$ cat src/rtl/stage_if_prefetch.sv
// Instruction fetch stage with a prefetch queue on a Wishbone classic master port.
// Fetches sequentially ahead of decode; redirects flush the queue and drop in-flight responses.
module stage_if_prefetch #(
   parameter logic [31:0] RESET_ADDR = 32'h0,
   parameter int unsigned FIFO_DEPTH = 4,
   parameter logic [31:0] NOP_INSN   = 32'h0000_0013
) (
   input  logic        clk_i,
   input  logic        rst_ni,
   input  logic [31:0] br_j_addr_i,
   input  logic [31:0] exception_addr_i,
   input  logic [1:0]  sel_addr_i,
   input  logic        stall_i,
   output logic        valid_o,
   output logic [31:0] instruction_o,
   output logic [31:0] pc_o,
   output logic        fetch_err_o,
   input  logic [31:0] wbm_dat_i,
   input  logic        wbm_ack_i,
   input  logic        wbm_err_i,
   output logic        wbm_cyc_o,
   output logic        wbm_stb_o,
   output logic [31:0] wbm_addr_o,
   output logic [3:0]  wbm_sel_o,
   output logic        wbm_we_o,
   output logic [31:0] wbm_dat_o
);

   localparam int unsigned PW = $clog2(FIFO_DEPTH);
   localparam int unsigned CW = PW + 1;

   typedef enum logic [1:0] {S_IDLE, S_REQ, S_DISCARD} state_e;

   state_e        state_q;
   logic          cyc_q;
   logic          halt_q;
   logic [31:0]   addr_q;
   logic [31:0]   fpc_q;
   logic [PW-1:0] rd_ptr_q, wr_ptr_q;
   logic [CW-1:0] count_q;
   logic          valid_q;
   logic [31:0]   insn_q;
   logic [31:0]   pc_q;
   logic          err_q;
   logic [31:0]   last_pc_q;

   logic [31:0]   mem_insn [FIFO_DEPTH];
   logic [31:0]   mem_pc   [FIFO_DEPTH];
   logic          mem_err  [FIFO_DEPTH];

   logic          redirect, resp, push, pop, issue;
   logic [31:0]   target, new_insn;
   logic [PW-1:0] rd_ptr_n, wr_ptr_n;
   logic [CW-1:0] count_n;
   logic          head_valid_n, head_err_n;
   logic [31:0]   head_insn_n, head_pc_n;

   // Queue bookkeeping; a redirect outranks both consume and push
   always_comb begin
      redirect = (sel_addr_i == 2'b01) || (sel_addr_i == 2'b10);
      target   = ((sel_addr_i == 2'b10) ? exception_addr_i : br_j_addr_i) & ~32'h3;
      resp     = wbm_ack_i | wbm_err_i;
      push     = (state_q == S_REQ) && resp && !redirect;
      pop      = valid_q && !stall_i && !redirect;
      new_insn = wbm_err_i ? NOP_INSN : wbm_dat_i;
      rd_ptr_n = redirect ? '0 : rd_ptr_q + PW'(pop);
      wr_ptr_n = redirect ? '0 : wr_ptr_q + PW'(push);
      count_n  = redirect ? '0 : count_q + CW'(push) - CW'(pop);
      issue    = (state_q == S_IDLE) && (count_q < CW'(FIFO_DEPTH)) && !halt_q && !redirect;
   end

   // Next head: a push into an (effectively) empty queue bypasses storage
   always_comb begin
      head_valid_n = 1'b0;
      head_insn_n  = NOP_INSN;
      head_err_n   = 1'b0;
      head_pc_n    = pop ? pc_q : last_pc_q;
      if (!redirect && (count_n != '0)) begin
         head_valid_n = 1'b1;
         if (push && (count_q == CW'(pop))) begin
            head_insn_n = new_insn;
            head_pc_n   = addr_q;
            head_err_n  = wbm_err_i;
         end else begin
            head_insn_n = mem_insn[rd_ptr_n];
            head_pc_n   = mem_pc[rd_ptr_n];
            head_err_n  = mem_err[rd_ptr_n];
         end
      end
   end

   always_ff @(posedge clk_i) begin
      if (push) begin
         mem_insn[wr_ptr_q] <= new_insn;
         mem_pc[wr_ptr_q]   <= addr_q;
         mem_err[wr_ptr_q]  <= wbm_err_i;
      end
   end

   always_ff @(posedge clk_i or negedge rst_ni) begin
      if (!rst_ni) begin
         state_q   <= S_IDLE;
         cyc_q     <= 1'b0;
         halt_q    <= 1'b0;
         addr_q    <= RESET_ADDR & ~32'h3;
         fpc_q     <= RESET_ADDR;
         rd_ptr_q  <= '0;
         wr_ptr_q  <= '0;
         count_q   <= '0;
         valid_q   <= 1'b0;
         insn_q    <= NOP_INSN;
         pc_q      <= RESET_ADDR;
         err_q     <= 1'b0;
         last_pc_q <= RESET_ADDR;
      end else begin
         rd_ptr_q  <= rd_ptr_n;
         wr_ptr_q  <= wr_ptr_n;
         count_q   <= count_n;
         valid_q   <= head_valid_n;
         insn_q    <= head_insn_n;
         pc_q      <= head_pc_n;
         err_q     <= head_err_n;
         if (pop) last_pc_q <= pc_q;

         if (redirect) begin
            fpc_q  <= target;
            halt_q <= 1'b0;
         end else if (push) begin
            if (wbm_err_i) halt_q <= 1'b1;
            else           fpc_q  <= fpc_q + 32'd4;
         end

         // DISCARD keeps the bus cycle alive on the old address until the slave answers
         case (state_q)
            S_IDLE: if (issue) begin
               state_q <= S_REQ;
               cyc_q   <= 1'b1;
               addr_q  <= fpc_q & ~32'h3;
            end
            S_REQ: if (resp) begin
               state_q <= S_IDLE;
               cyc_q   <= 1'b0;
            end else if (redirect) begin
               state_q <= S_DISCARD;
            end
            S_DISCARD: if (resp) begin
               state_q <= S_IDLE;
               cyc_q   <= 1'b0;
            end
            default: begin
               state_q <= S_IDLE;
               cyc_q   <= 1'b0;
            end
         endcase
      end
   end

   assign valid_o       = valid_q;
   assign instruction_o = insn_q;
   assign pc_o          = pc_q;
   assign fetch_err_o   = err_q;
   assign wbm_cyc_o     = cyc_q;
   assign wbm_stb_o     = cyc_q;
   assign wbm_addr_o    = addr_q;
   assign wbm_sel_o     = 4'hF;
   assign wbm_we_o      = 1'b0;
   assign wbm_dat_o     = 32'h0;

endmodule
$ cat config.mk
export PLATFORM = sky130hd
export DESIGN_NAME = stage_if_prefetch
export DESIGN_NICKNAME = d
export VERILOG_FILES = /design/src/rtl/stage_if_prefetch.sv
export SDC_FILE = /design/constraint.sdc
export NUM_CORES = 1
export LEC_CHECK = 0
export ABC_AREA = 1
export BUFFER_PORTS_ARGS = -buffer_cell sky130_fd_sc_hd__clkbuf_2
export CAP_MARGIN = 30
export CORE_MARGIN = 5
export CORE_UTILIZATION = 60
export CTS_BUF_LIST = sky130_fd_sc_hd__clkbuf_16
export CTS_CLUSTER_SIZE = 30
export DETAILED_ROUTE_END_ITERATION = 12
export GPL_TIMING_DRIVEN = 0
export PLACE_DENSITY = 0.87
export RECOVER_POWER = 25
export SYNTH_ARGS = -nofsm -noshare
export SYNTH_HDL_FRONTEND = slang
export SYNTH_SLANG_ARGS = --single-unit
export TNS_END_PERCENT = 10
$ cat constraint.sdc
create_clock -name clk_i -period 9.7 [get_ports clk_i]
set_input_delay 0.485 -clock clk_i [delete_from_list [all_inputs] [get_ports clk_i]]
set_output_delay 0.485 -clock clk_i [all_outputs]
set_load 0.1 [all_outputs]
After elaboration in Yosys (flattened, before gate mapping)
Memory sizes are Yosys's and may differ from the RTL's.
Cells that the tools add are included.
Storage, ports and cells
  register bits after elaboration: 171
  word-level logic and storage cells: 85
  RAM bits: 252
  input bits: 103
  memories: 3
  output and inout bits: 137
Memory list
  mem_insn: words 4, width 32, read ports 1, clocked after Yosys merged registers in 0, write ports 1, RTL line 47  | logic [31:0] mem_insn [FIFO_DEPTH];
  mem_pc: words 4, width 30, read ports 1, clocked after Yosys merged registers in 0, write ports 1, RTL line 48  | logic [31:0] mem_pc [FIFO_DEPTH];
  mem_err: words 4, width 1, read ports 1, clocked after Yosys merged registers in 0, write ports 1, RTL line 49  | logic mem_err [FIFO_DEPTH];
Operators by class
  reductions and logical operators: 23
  equal/unequal tests: 10
  bitwise operators: 1
  multiplexer cells: 29
  $add $sub $neg: 5
  order comparisons: 1
Operators by type and width (number)
  2-to-1 mux 32 bit: 10
  adder 32 x 3 -> 32 bit, second input constant: 1
  2-to-1 mux 2 bit: 6
  2-to-1 mux 1 bit: 10
  logical AND 1 bit: 9
  AND reduction 2 bit: 4
  one-hot mux 2 bit (3 select lines): 1
  adder 2 x 1 -> 2 bit: 2
  equality test 2 x 1 -> 1 bit, second input constant: 2
  equality test 2 bit, second input constant: 2
  inequality test 2 x 1 -> 1 bit, second input constant: 2
  inequality test 2 bit, second input constant: 2
  nonzero test 2 bit: 2
  adder 3 x 1 -> 3 bit: 1
  equality test 3 x 1 -> 1 bit: 1
  zero test 1 bit: 3
  less-than comparator 3 bit, second input constant: 1
  2-to-1 mux 3 bit: 1
  inequality test 3 bit, second input constant: 1
  AND reduction 3 bit: 1
  nonzero test 3 bit: 1
  subtractor 3 x 1 -> 3 bit: 1
  zero test 2 bit: 1
  one-hot mux 1 bit (2 select lines): 1
  other kinds (3): 3

Depth between registers and ports, before layout
Gate-level depths: netlist of run 1.
  depth in word-level cells: 10
  depth in mapped cells: 19
  gate-level depth less buffers: 15

Least setup slack after synthesis of run 1
Ideal clock, no wire load.
  path type: input-to-reg
  start point: in sel_addr_i[0]
  end point: mem mem_err[0] (enable)
  setup time: 562 ps
  setup slack: 3769 ps
  buffers on the path: 1
  data arrival time: 5370 ps
  data required time: 9138 ps
  stages: 5
  cell sequence: inv_1 > ha_1 > buf_6 > nand3_4 > nor3_1
On the way
  cells in the longest elaborated chain, start to end: 6
  elaborated cells between the ends (all ways): 7
  classes of those cells: eq/ne: 2; mux: 2; reduce/logical: 3
RTL lines
  start: declaration: RTL line 12  | input logic [1:0] sel_addr_i,
  equality test 2 x 1 -> 1 bit or equality test 2 bit (tied branches): RTL line 60  | redirect = (sel_addr_i == 2'b01) || (sel_addr_i == 2'b10);
  logical OR 1 bit *: RTL line 60
  zero test 1 bit *: RTL line 63  | push = (state_q == S_REQ) && resp && !redirect;
  logical AND 1 bit *: RTL line 63
  2-to-1 mux 1 bit *: RTL line 93  | if (push) begin
  2-to-1 mux 1 bit (not written as such) *: RTL line 96  | mem_err[wr_ptr_q] <= wbm_err_i;
  end: declaration: RTL line 49
Mark *: on every way between the ends. The rest lies on a longest branch, timed or not.

==> run_results.csv, run 1 <==
group,metric,value,unit
status,status,"complete, but fails checks",
status,violations,"capacitance limit, slew limit",
die,start_util,60.8,%
yosys,yosysWarningCount,0,
finish,drive_gt1_share,17.3,%
global_routing,grt.overflow.total,0,
timing,hold_viol_final,0,
place,dpl.hpwl,34.6,mm
setup_path,crit_required,9.14,ns
clocking,cts_setup_buffers,0,
global_routing,grt_pass1_vias,15000,
place,placed_cells,2580,
timing,finalCritPeriodShare,47.2,%
clocking,cts_resized,0,
yosys,synth_common_cells,"nand2_1, nor2_1, edfxtp_1, o21ai_0, dfrtp_1",
die,die_area,34700,um^2
setup_path,path_depth,1,
timing,finalSetupTns,0,ns
setup_path,critPathSlowestCell,"clkbuf_1",
global_routing,grt_start_max_net_pins,93,
global_routing,track_usage,29.0,%
setup_path,crit_chain,"clkbuf_1",
timing,fin_worst_skew,0.0228,ns
routing,first_iter_violations,2135,
yosys,postSynthAreaPerCell,9.68,um^2
die,die_y,186,um
place,gp_congestion,0.924,
setup_path,ff2ff_path_depth,14,
setup_path,crit_fanout,92,
yosys,synthArstFlopShare,40.1,%
global_routing,antenna_found_initial,1,
yosys,seq_area_frac_synth,63.3,%
routing,first_pass_iters,6,
yosys,synth.ff_latch_count,421,
finish,final_nets,2341,
routing,avgViaCountPerCell,5.71,
clocking,clk_path_buf_depth,3,
setup_path,cp-startpoint,"rst_ni",
finish,fin_util,71.6,%
yosys,synth_flop_cell,"edfxtp_1",
timing,setup_viol_count_final,0,
finish,area_delta_synth_final,17.8,%
timing,rsz0062_at_grt,"no",
clocking,cts_buffers,42,
timing,relSlewSlack,-233,%
yosys,ys_types,39,
finish,final_cells,2658,
finish,fill_cells,2007,
clocking,clk_pin_slew,0.06,ns
setup_path,path_delay_family,"buffers and inverters",
hold_path,worstHoldPathCells,3,
pwr,powerDensity,319,nW/um^2
routing,vias,15200,
yosys,yosysTopAreaCellShare,40.6,%
timing,fin_crit,4.58,ns
clocking,hold_buffers,0,
setup_path,timing.rr.end,"instruction_o[31]",
yosys,yosys-top-cells-area,"edfxtp_1, dfrtp_1, nand2_1",
timing,fmax,219,MHz
yosys,synth_top_area_cell,"edfxtp_1",
setup_path,crit_arrival,4.01,ns
pwr,leakagePower,0.00998,uW
routing,route.final.wire_length,50.7,mm
hold_path,hold_path.class,"input pin to flop",
die,core,30700,um^2
routing,drc_errors,0,
setup_path,cp-start-kind,"input pin",
die,boundaryPins,240,
clocking,cts.sinks,421,
clocking,clk_latency,0.54,ns
pwr,ir_worst_vdd,0.259,mV
routing,routedWlPerCell,19.1,um
job,maxCapViolCount,1,
die,rows,64,
global_routing,grt_pass1_wl,79.0,mm
setup_path,reg2reg_from,"valid_o",
yosys,yosysMostFrequentCell,"nand2_1",
place,io_buffers,196,
clocking,cts_tree,"built",
setup_path,reg2reg_slack,6.10,ns
yosys,synth_edf_count,252,
yosys,synth_area,18600,um^2
die,die_x,186,um
setup_path,path_class,"input pin to asynchronous set/reset pin",
yosys,postSynthCellCount,1926,
finish,insertedDiodeCount,0,
setup_path,crit_path_end,"instruction_o[8]",
setup_path,crit_path_end_kind,"asynchronous set/reset pin",
timing,slew_viol_final,92,
timing,worst_slew_pin_slew,5.00,ns
setup_path,path_buf_inv,1,
routing,ant_nets,0,
clocking,cts-root-buf,"clkbuf_16",
setup_path,max_stage_delay,3.42,ns
clocking,cts_max_level,2,
[worst min-delay path by stage]
stage | startpoint | endpoint | slack [ns]
floorplan | rst_ni | count_q[0] | 0.19
global placement | wr_ptr_q[1] | wr_ptr_q[1] | 0.49
detailed placement | wbm_cyc_o | wbm_cyc_o | 0.52
CTS | rst_ni | last_pc_q[11] | 0.04
global route | wbm_err_i | mem_err[2] | 0.25
finish | exception_addr_i[2] | fpc_q[2] | 0.23
[cell families after synthesis]
kind of cell | Yosys count | share of synthesized area, %
buf+inv | 281 | 7.03
fa+ha+maj | 10 | 0.711
xor+xnor | 3 | 0.181
compound gates | 292 | 7.97
simple gates | 917 | 20.8
flops | 421 | 63.3
other cells | 2 | 0.0403
[final cells by class]
type,instances,area (um^2),share of cell area [%]
multi-input cells,1261,5690,25.9
clock buffers,45,1130,5.13
plain buffers,139,774,3.53
well taps,396,495,2.26
repair buffers,221,1290,5.86
clock inverters,33,250,1.14
inverters,142,533,2.43
flip-flops and latches,421,11800,53.7
[power breakdown]
part	switching, uW	internal [uW]
clock network	683	943
logic	2240	546
registers	292	2300
[routing by layer]
metal  routed length (um)  vias to the layer above  GRT usage (%)
li1                     -                     6868              -
met1                19200                     7119           39.9
met2                23800                     1028           46.3
met3                 5710                      167           5.54
met4                 1980                        2           11.3
met5                   13                        -              0
[cells in the final DEF, fill, tap and decap left out, types with 32 or more instances in the layout]
cell type and n:
buf_4 55, clkbuf_16 45, clkbuf_2 194, nand3_1 105
nand2_1 395, nor2_1 330, o21ai_1 45, buf_2 34
inv_1 152, and2_1 32, o21ai_0 204, conb_1 39
edfxtp_1 252, dfrtp_1 166, clkbuf_1 49
[registers in the layout, summed over array words and instances, names as in the netlist]
signal         count
count_q            3
fetch_err_o        1
fpc_q             30
halt_q             1
instruction_o     32
last_pc_q         32
mem_err            4
mem_insn         128
mem_pc           120
pc_o              32
rd_ptr_q           2
state_q            2
valid_o            1
wbm_addr_o        30
wbm_cyc_o          1
wr_ptr_q           2
[metrics by stage]
| stage | power, uW | hold slack [ns] | setup slack [ns] | area, um^2 |
|---|---|---|---|---|
| after floorplan | 4670 | 0.189 | 3.77 | 18800 |
| after global placement | 5240 | 0.494 | 0.676 | 20300 |
| after detailed placement | 5340 | 0.521 | 5.41 | 20600 |
| after CTS | 6970 | 0.0351 | 5.96 | 22000 |
| after global routing | 7290 | 0.253 | 4.02 | 22000 |
| final | 7000 | 0.233 | 5.12 | 22000 |
Power figures use the tool's default switching activity.
==> inputs of run 2 (changes only) <==
--- a/config.mk
+++ b/config.mk
@@ -5,16 +5,16 @@
 export SDC_FILE = /design/constraint.sdc
 export NUM_CORES = 1
 export LEC_CHECK = 0
-export ABC_AREA = 1
+export ABC_AREA = 0
 export BUFFER_PORTS_ARGS = -buffer_cell sky130_fd_sc_hd__clkbuf_2
 export CAP_MARGIN = 30
 export CORE_MARGIN = 5
-export CORE_UTILIZATION = 60
+export CORE_UTILIZATION = 58
 export CTS_BUF_LIST = sky130_fd_sc_hd__clkbuf_16
 export CTS_CLUSTER_SIZE = 30
 export DETAILED_ROUTE_END_ITERATION = 12
 export GPL_TIMING_DRIVEN = 0
-export PLACE_DENSITY = 0.87
+export PLACE_DENSITY = 0.85
 export RECOVER_POWER = 25
 export SYNTH_ARGS = -nofsm -noshare
 export SYNTH_HDL_FRONTEND = slang
==> constraint.sdc (replaced) <==
create_clock -name clk_i -period 4.4 [get_ports clk_i]
set_input_delay 0.22 -clock clk_i [delete_from_list [all_inputs] [get_ports clk_i]]
set_output_delay 0.22 -clock clk_i [all_outputs]
set_load 0.1 [all_outputs]
==> run_results.csv, run 2 <==
group,metric,value,unit
global_routing,grt_pass1_wl,75.2,mm
setup_path,path_class,"flop to flop",
place,placed_cells,2031,
clocking,clk_pin_slew,0.06,ns
yosys,synth_common_cells,"edfxtp_1, dfrtp_1, nand2_1, clkbuf_1, a21oi_1",
place,placed_area,20000,um^2
place,io_buffers,196,
timing,fin_worst_skew,0.0276,ns
pwr,ir_worst_vdd,0.944,mV
global_routing,antenna_found_initial,1,
routing,route.final.wire_length,48.1,mm
finish,final_common_cell,"edfxtp_1",
finish,largest_register_ffs,128,
status,status,"complete, but fails checks",
hold_path,worstHoldEndpoint,"fpc_q[18]",
setup_path,cp-start-kind,"flop",
timing,finalSetupTns,0,ns
hold_path,worstHoldPathCells,3,
timing,worst_slew_pin_slew,2.74,ns
finish,final_nets,1801,
global_routing,grt.overflow.total,0,
setup_path,timing.rr.end,"pc_o[19]",
timing,setup_viol_count_final,0,
pwr,powerDensity,732,nW/um^2
clocking,cts_setup_buffers,0,
setup_path,crit_arrival,4.58,ns
timing,slew_viol_final,109,
timing,finalCritPeriodShare,94.1,%
routing,first_iter_violations,1795,
setup_path,reg2reg_slack,0.26,ns
timing,hold_viol_final,0,
finish,final_cells,2116,
yosys,postSynthAreaPerCell,13.1,um^2
pwr,power,15600,uW
finish,insertedDiodeCount,0,
yosys,yosysTopAreaCellShare,41.8,%
die,die_x,187,um
finish,reg_top3,"mem_insn: 128 flops, mem_pc: 120 flops",
timing,fmax,241,MHz
yosys,synth.ff_latch_count,421,
routing,first_pass_iters,8,
finish,area_delta_synth_final,17.9,%
yosys,synth_edf_count,252,
status,violations,"capacitance limit, slew limit",
place,gp_congestion,0.867,
timing,fin_crit,4.14,ns
finish,final_area,21400,um^2
hold_path,hold_start,"exception_addr_i[18]",
setup_path,crit_path_end_kind,"flop",
setup_path,cp-startpoint,"valid_o",
global_routing,grt_pass1_vias,13700,
finish,top_register,"mem_insn",
yosys,yosysMostFrequentCell,"edfxtp_1",
yosys,synthArstFlopShare,40.1,%
timing,rsz0062_at_grt,"no",
clocking,cts_tree,"built",
hold_path,hold_path.class,"input pin to flop",
pwr,leakagePower,0.00894,uW
finish,drive_gt1_share,22.2,%
yosys,postSynthCellCount,1386,
setup_path,ff2ff_path_depth,14,
yosys,synth_top_area_cell,"edfxtp_1",
clocking,cts.sinks,421,
timing,holdWs,0.00414,ns
routing,ant_nets,0,
yosys,seq_area_frac_synth,65.2,%
die,die_area,34900,um^2
yosys,yosys-top-cells-area,"edfxtp_1, dfrtp_1, mux2i_1",
clocking,cts-root-buf,"clkbuf_16",
yosys,synth_flop_cell,"edfxtp_1",
routing,avgViaCountPerCell,6.36,
routing,drc_errors,0,
yosys,ys_types,48,
timing,relSlewSlack,-82.8,%
die,core,30700,um^2
global_routing,track_usage,26.7,%
die,start_util,59.0,%
die,die_y,187,um
clocking,cts_max_level,2,
yosys,synth_area,18100,um^2
yosys,yosysWarningCount,0,
routing,vias,13500,
clocking,clk_path_buf_depth,3,
job,maxCapViolCount,1,
routing,routedWlPerCell,22.7,um
global_routing,grt_start_max_net_pins,110,
place,dpl.hpwl,32.5,mm
setup_path,crit_required,4.84,ns
setup_path,crit_fanout,10,
clocking,clk_latency,0.54,ns
clocking,cts_buffers,41,
setup_path,reg2reg_from,"valid_o",
die,boundaryPins,240,
finish,final_cell_mix,"edfxtp_1, clkbuf_2, dfrtp_1, nand2_1, clkbuf_1",
die,rows,64,
## run 2: changes by cell type in the layout (fill, tap and decap cells not counted), sizes merged, moves of 44 or more
cell,before,now
nor2,334,34
nand2,397,104
o21ai,249,11
inv,160,33
and3,0,69
nand3,106,40
a221oi,0,63
mux2i,0,62
a221o,0,60
nor2b,0,60
a31oi,5,51
a21oi,30,74
## run 2: how the worst max path moves through the flow
stage | endpoint | slack [ns] | depth (start not counted)
floorplan | mem_err[0] | -1.36 | 5
global placement | mem_pc[0][21] | -4.25 | 6
detailed placement | pc_o[20] | -0.12 | 17
CTS | pc_o[20] | 0.15 | 14
global route | pc_o[23] | 0.08 | 14
finish | pc_o[19] | 0.26 | 14
## run 2: repair_timing
action	4_1_cts	5_1_grt
resized for setup	0	2
hold buffers	10	0
endpoints found under the setup margin	0	10
hold endpoints to repair	120	0
## run 2: critical path, cell delays in order, from the launching register on
cell and delay (ns):
dfrtp_1 0.43, nand3b_1 0.38, clkbuf_2 0.38, inv_1 0.12, ha_1 0.31, inv_1 0.06
ha_1 0.13, inv_1 0.05, fa_1 0.53, inv_1 0.06, o31ai_1 0.41, buf_2 0.39
buf_1 0.51, a31oi_1 0.11, a21oi_1 0.17
## run 2: layout make-up
| cell class | count | area, um^2 |
|---|---|---|
| fillers | 2032 | 9320 |
| clock inverters | 33 | 171 |
| flip-flops and latches | 421 | 11800 |
| repair buffers | 222 | 1360 |
| clock buffers | 42 | 1050 |
| multi-input cells | 830 | 5640 |
| well taps | 396 | 495 |
| inverters | 14 | 52.6 |
| plain buffers | 158 | 788 |
## run 2: cell families after synthesis
kind of cell | Yosys count | synth area share [%]
compound gates | 308 | 12.5
xor+xnor | 16 | 0.857
fa+ha+maj | 10 | 0.732
buf+inv | 172 | 4.64
flops | 421 | 65.2
mux | 94 | 5.42
other cells | 2 | 0.0415
simple gates | 363 | 10.6
## run 2: layer usage
| layer | wire [um] | vias to the layer above | GRT usage [%] |
|---|---|---|---|
| met5 | 13 | - | 0 |
| li1 | - | 5832 | - |
| met2 | 23800 | 922 | 44.3 |
| met4 | 2020 | 2 | 11.0 |
| met1 | 17500 | 6560 | 34.8 |
| met3 | 4870 | 151 | 5.29 |
## run 2: where the power goes
group	leakage (uW)	switching (uW)	total, uW	internal, uW
Combinational	0.00389	5310	6630	1320
Clock	0.000664	1410	3200	1790
Sequential	0.00439	649	5790	5140
Total	0.00894	7370	15600	8250
## run 2: stage by stage
step / setup WS, ns / util, %
2_1_floorplan: -1.36 / -
3_3_place_gp: -4.25 / 64.3
3_5_place_dp: -0.117 / 65.3
4_1_cts: 0.146 / 69.6
5_1_grt: 0.0833 / 69.6
6_report: 0.258 / 69.6
==> inputs of run 3 (changes only) <==
--- a/config.mk
+++ b/config.mk
@@ -16,6 +16,7 @@
 export GPL_TIMING_DRIVEN = 0
 export PLACE_DENSITY = 0.85
 export RECOVER_POWER = 25
+export SETUP_SLACK_MARGIN = 0.3
 export SYNTH_ARGS = -nofsm -noshare
 export SYNTH_HDL_FRONTEND = slang
 export SYNTH_SLANG_ARGS = --single-unit
==> run_results.csv, run 3 (synthesis gave the netlist of run 2 again) <==
group,metric,value,unit
die,core,30700,um^2
setup_path,cp-start-kind,"flop",
die,boundaryPins,240,
finish,fin_util,69.6,%
routing,routedWlPerCell,22.7,um
pwr,leakagePower,0.00894,uW
routing,first_iter_violations,1765,
setup_path,crit_required,4.78,ns
status,status,"complete, but fails checks",
clocking,clk_latency,0.53,ns
setup_path,path_class,"flop to flop",
global_routing,track_usage,26.7,%
setup_path,reg2reg_from,"valid_o",
die,die_y,187,um
finish,final_common_cell,"edfxtp_1",
global_routing,grt_pass1_wl,75.2,mm
routing,avgViaCountPerCell,6.38,
status,violations,"capacitance limit, slew limit",
global_routing,antenna_found_initial,1,
setup_path,cp-startpoint,"valid_o",
hold_path,hold_path.class,"input pin to flop",
pwr,powerDensity,731,nW/um^2
hold_path,worstHoldPathCells,3,
finish,area_delta_synth_final,17.9,%
finish,final_nets,1801,
timing,rsz0062_at_grt,"no",
finish,drive_gt1_share,22.3,%
die,die_area,34900,um^2
finish,insertedDiodeCount,0,
routing,first_pass_iters,6,
timing,holdWs,0.00531,ns
setup_path,crit_path_end_kind,"flop",
clocking,cts-root-buf,"clkbuf_16",
clocking,cts_tree,"built",
job,maxCapViolCount,1,
timing,worst_slew_pin_slew,2.74,ns
die,die_x,187,um
timing,fin_worst_skew,0.0231,ns
timing,fmax,252,MHz
clocking,cts_buffers,41,
pwr,ir_worst_vdd,0.944,mV
place,io_buffers,196,
finish,fill_cells,2034,
clocking,clk_path_buf_depth,3,
timing,fin_crit,3.96,ns
place,dpl.hpwl,32.5,mm
die,start_util,59.0,%
global_routing,grt.overflow.total,0,
finish,final_cell_mix,"edfxtp_1, clkbuf_2, dfrtp_1, nand2_1, clkbuf_1",
die,rows,64,
timing,slew_viol_final,109,
routing,ant_nets,0,
finish,top_register,"mem_insn",
place,gp_congestion,0.867,
timing,hold_viol_final,0,
setup_path,ff2ff_path_depth,13,
hold_path,hold_start,"exception_addr_i[18]",
setup_path,crit_fanout,10,
global_routing,grt_pass1_vias,13700,
timing,finalCritPeriodShare,90.1,%
global_routing,grt_start_max_net_pins,110,
timing,relSlewSlack,-82.4,%
routing,drc_errors,0,
clocking,cts.sinks,421,
finish,largest_register_ffs,128,
timing,setup_viol_count_final,0,
routing,route.final.wire_length,48.0,mm
clocking,cts_setup_buffers,0,
setup_path,crit_arrival,4.34,ns
finish,reg_top3,"mem_insn: 128 flops, mem_pc: 120 flops",
place,dp_slack,-0.117,ns
clocking,clk_pin_slew,0.06,ns
clocking,cts_max_level,2,
routing,vias,13500,
timing,fin_ws,0.437,ns
==> run 3: power by group <==
part           switching, uW  internal [uW]  total [uW]  leakage (uW)
combinational           5310           1320        6630       0.00389
sequential               647           5140        5790       0.00439
clock                   1410           1790        3200      0.000664
==> run 3: worst paths after layout <==
check	to	slack, ns
max reg2reg	fetch_err_o	0.44
min	fpc_q[18]	0.005
min in group asynchronous	fpc_q[21]	1.11
max in group asynchronous	instruction_o[25]	1.71
min reg2reg	last_pc_q[3]	0.49
max	fetch_err_o	0.44
==> run 3: timing repair <==
item,4_1_cts,5_1_grt
resized for setup,1,1
hold buffers,10,0
hold endpoints to repair,120,0
endpoints found under the setup margin,14,10
==> run 3: metrics by stage <==
stage                     TNS (ns)  power [uW]  instances  area [um^2]
after floorplan             -85.98       10800       1423        18300
after global placement     -469.47       12200       2015        19700
after detailed placement    -0.888       12400       2031        20000
after CTS                        0       15600       2116        21400
after global routing             0       16200       2116        21400
final                            0       15600       2116        21400
==> run 3: layout make-up <==
| type | count | area [um^2] | share of cell area (%) |
|---|---|---|---|
| Buffer | 158 | 790 | 3.70 |
| Sequential cell | 421 | 11800 | 55.3 |
| Clock inverter | 33 | 171 | 0.803 |
| Multi-Input combinational cell | 830 | 5640 | 26.4 |
| Clock buffer | 42 | 1050 | 4.92 |
| Tap cell | 396 | 495 | 2.32 |
| Inverter | 14 | 52.6 | 0.246 |
| Timing Repair Buffer | 222 | 1360 | 6.35 |
==> run 3: worst max-delay path, stage by stage (launching register included) <==
cell and delay, ns:
dfrtp_1 0.43, nand3b_1 0.38, clkbuf_2 0.38, inv_1 0.12
ha_1 0.31, inv_1 0.06, ha_1 0.13, inv_1 0.05
fa_1 0.53, inv_1 0.06, o31ai_1 0.38, buf_2 0.38
buf_1 0.45, a21oi_1 0.15
==> run 3: routing by layer <==
metal | global-route usage (%) | vias to the layer above | share of wire (%)
met5 | 0 | - | 0.042
met4 | 11.0 | 2 | 4.3
met3 | 5.29 | 159 | 11
met2 | 44.3 | 956 | 49
met1 | 34.8 | 6549 | 36
li1 | - | 5825 | -
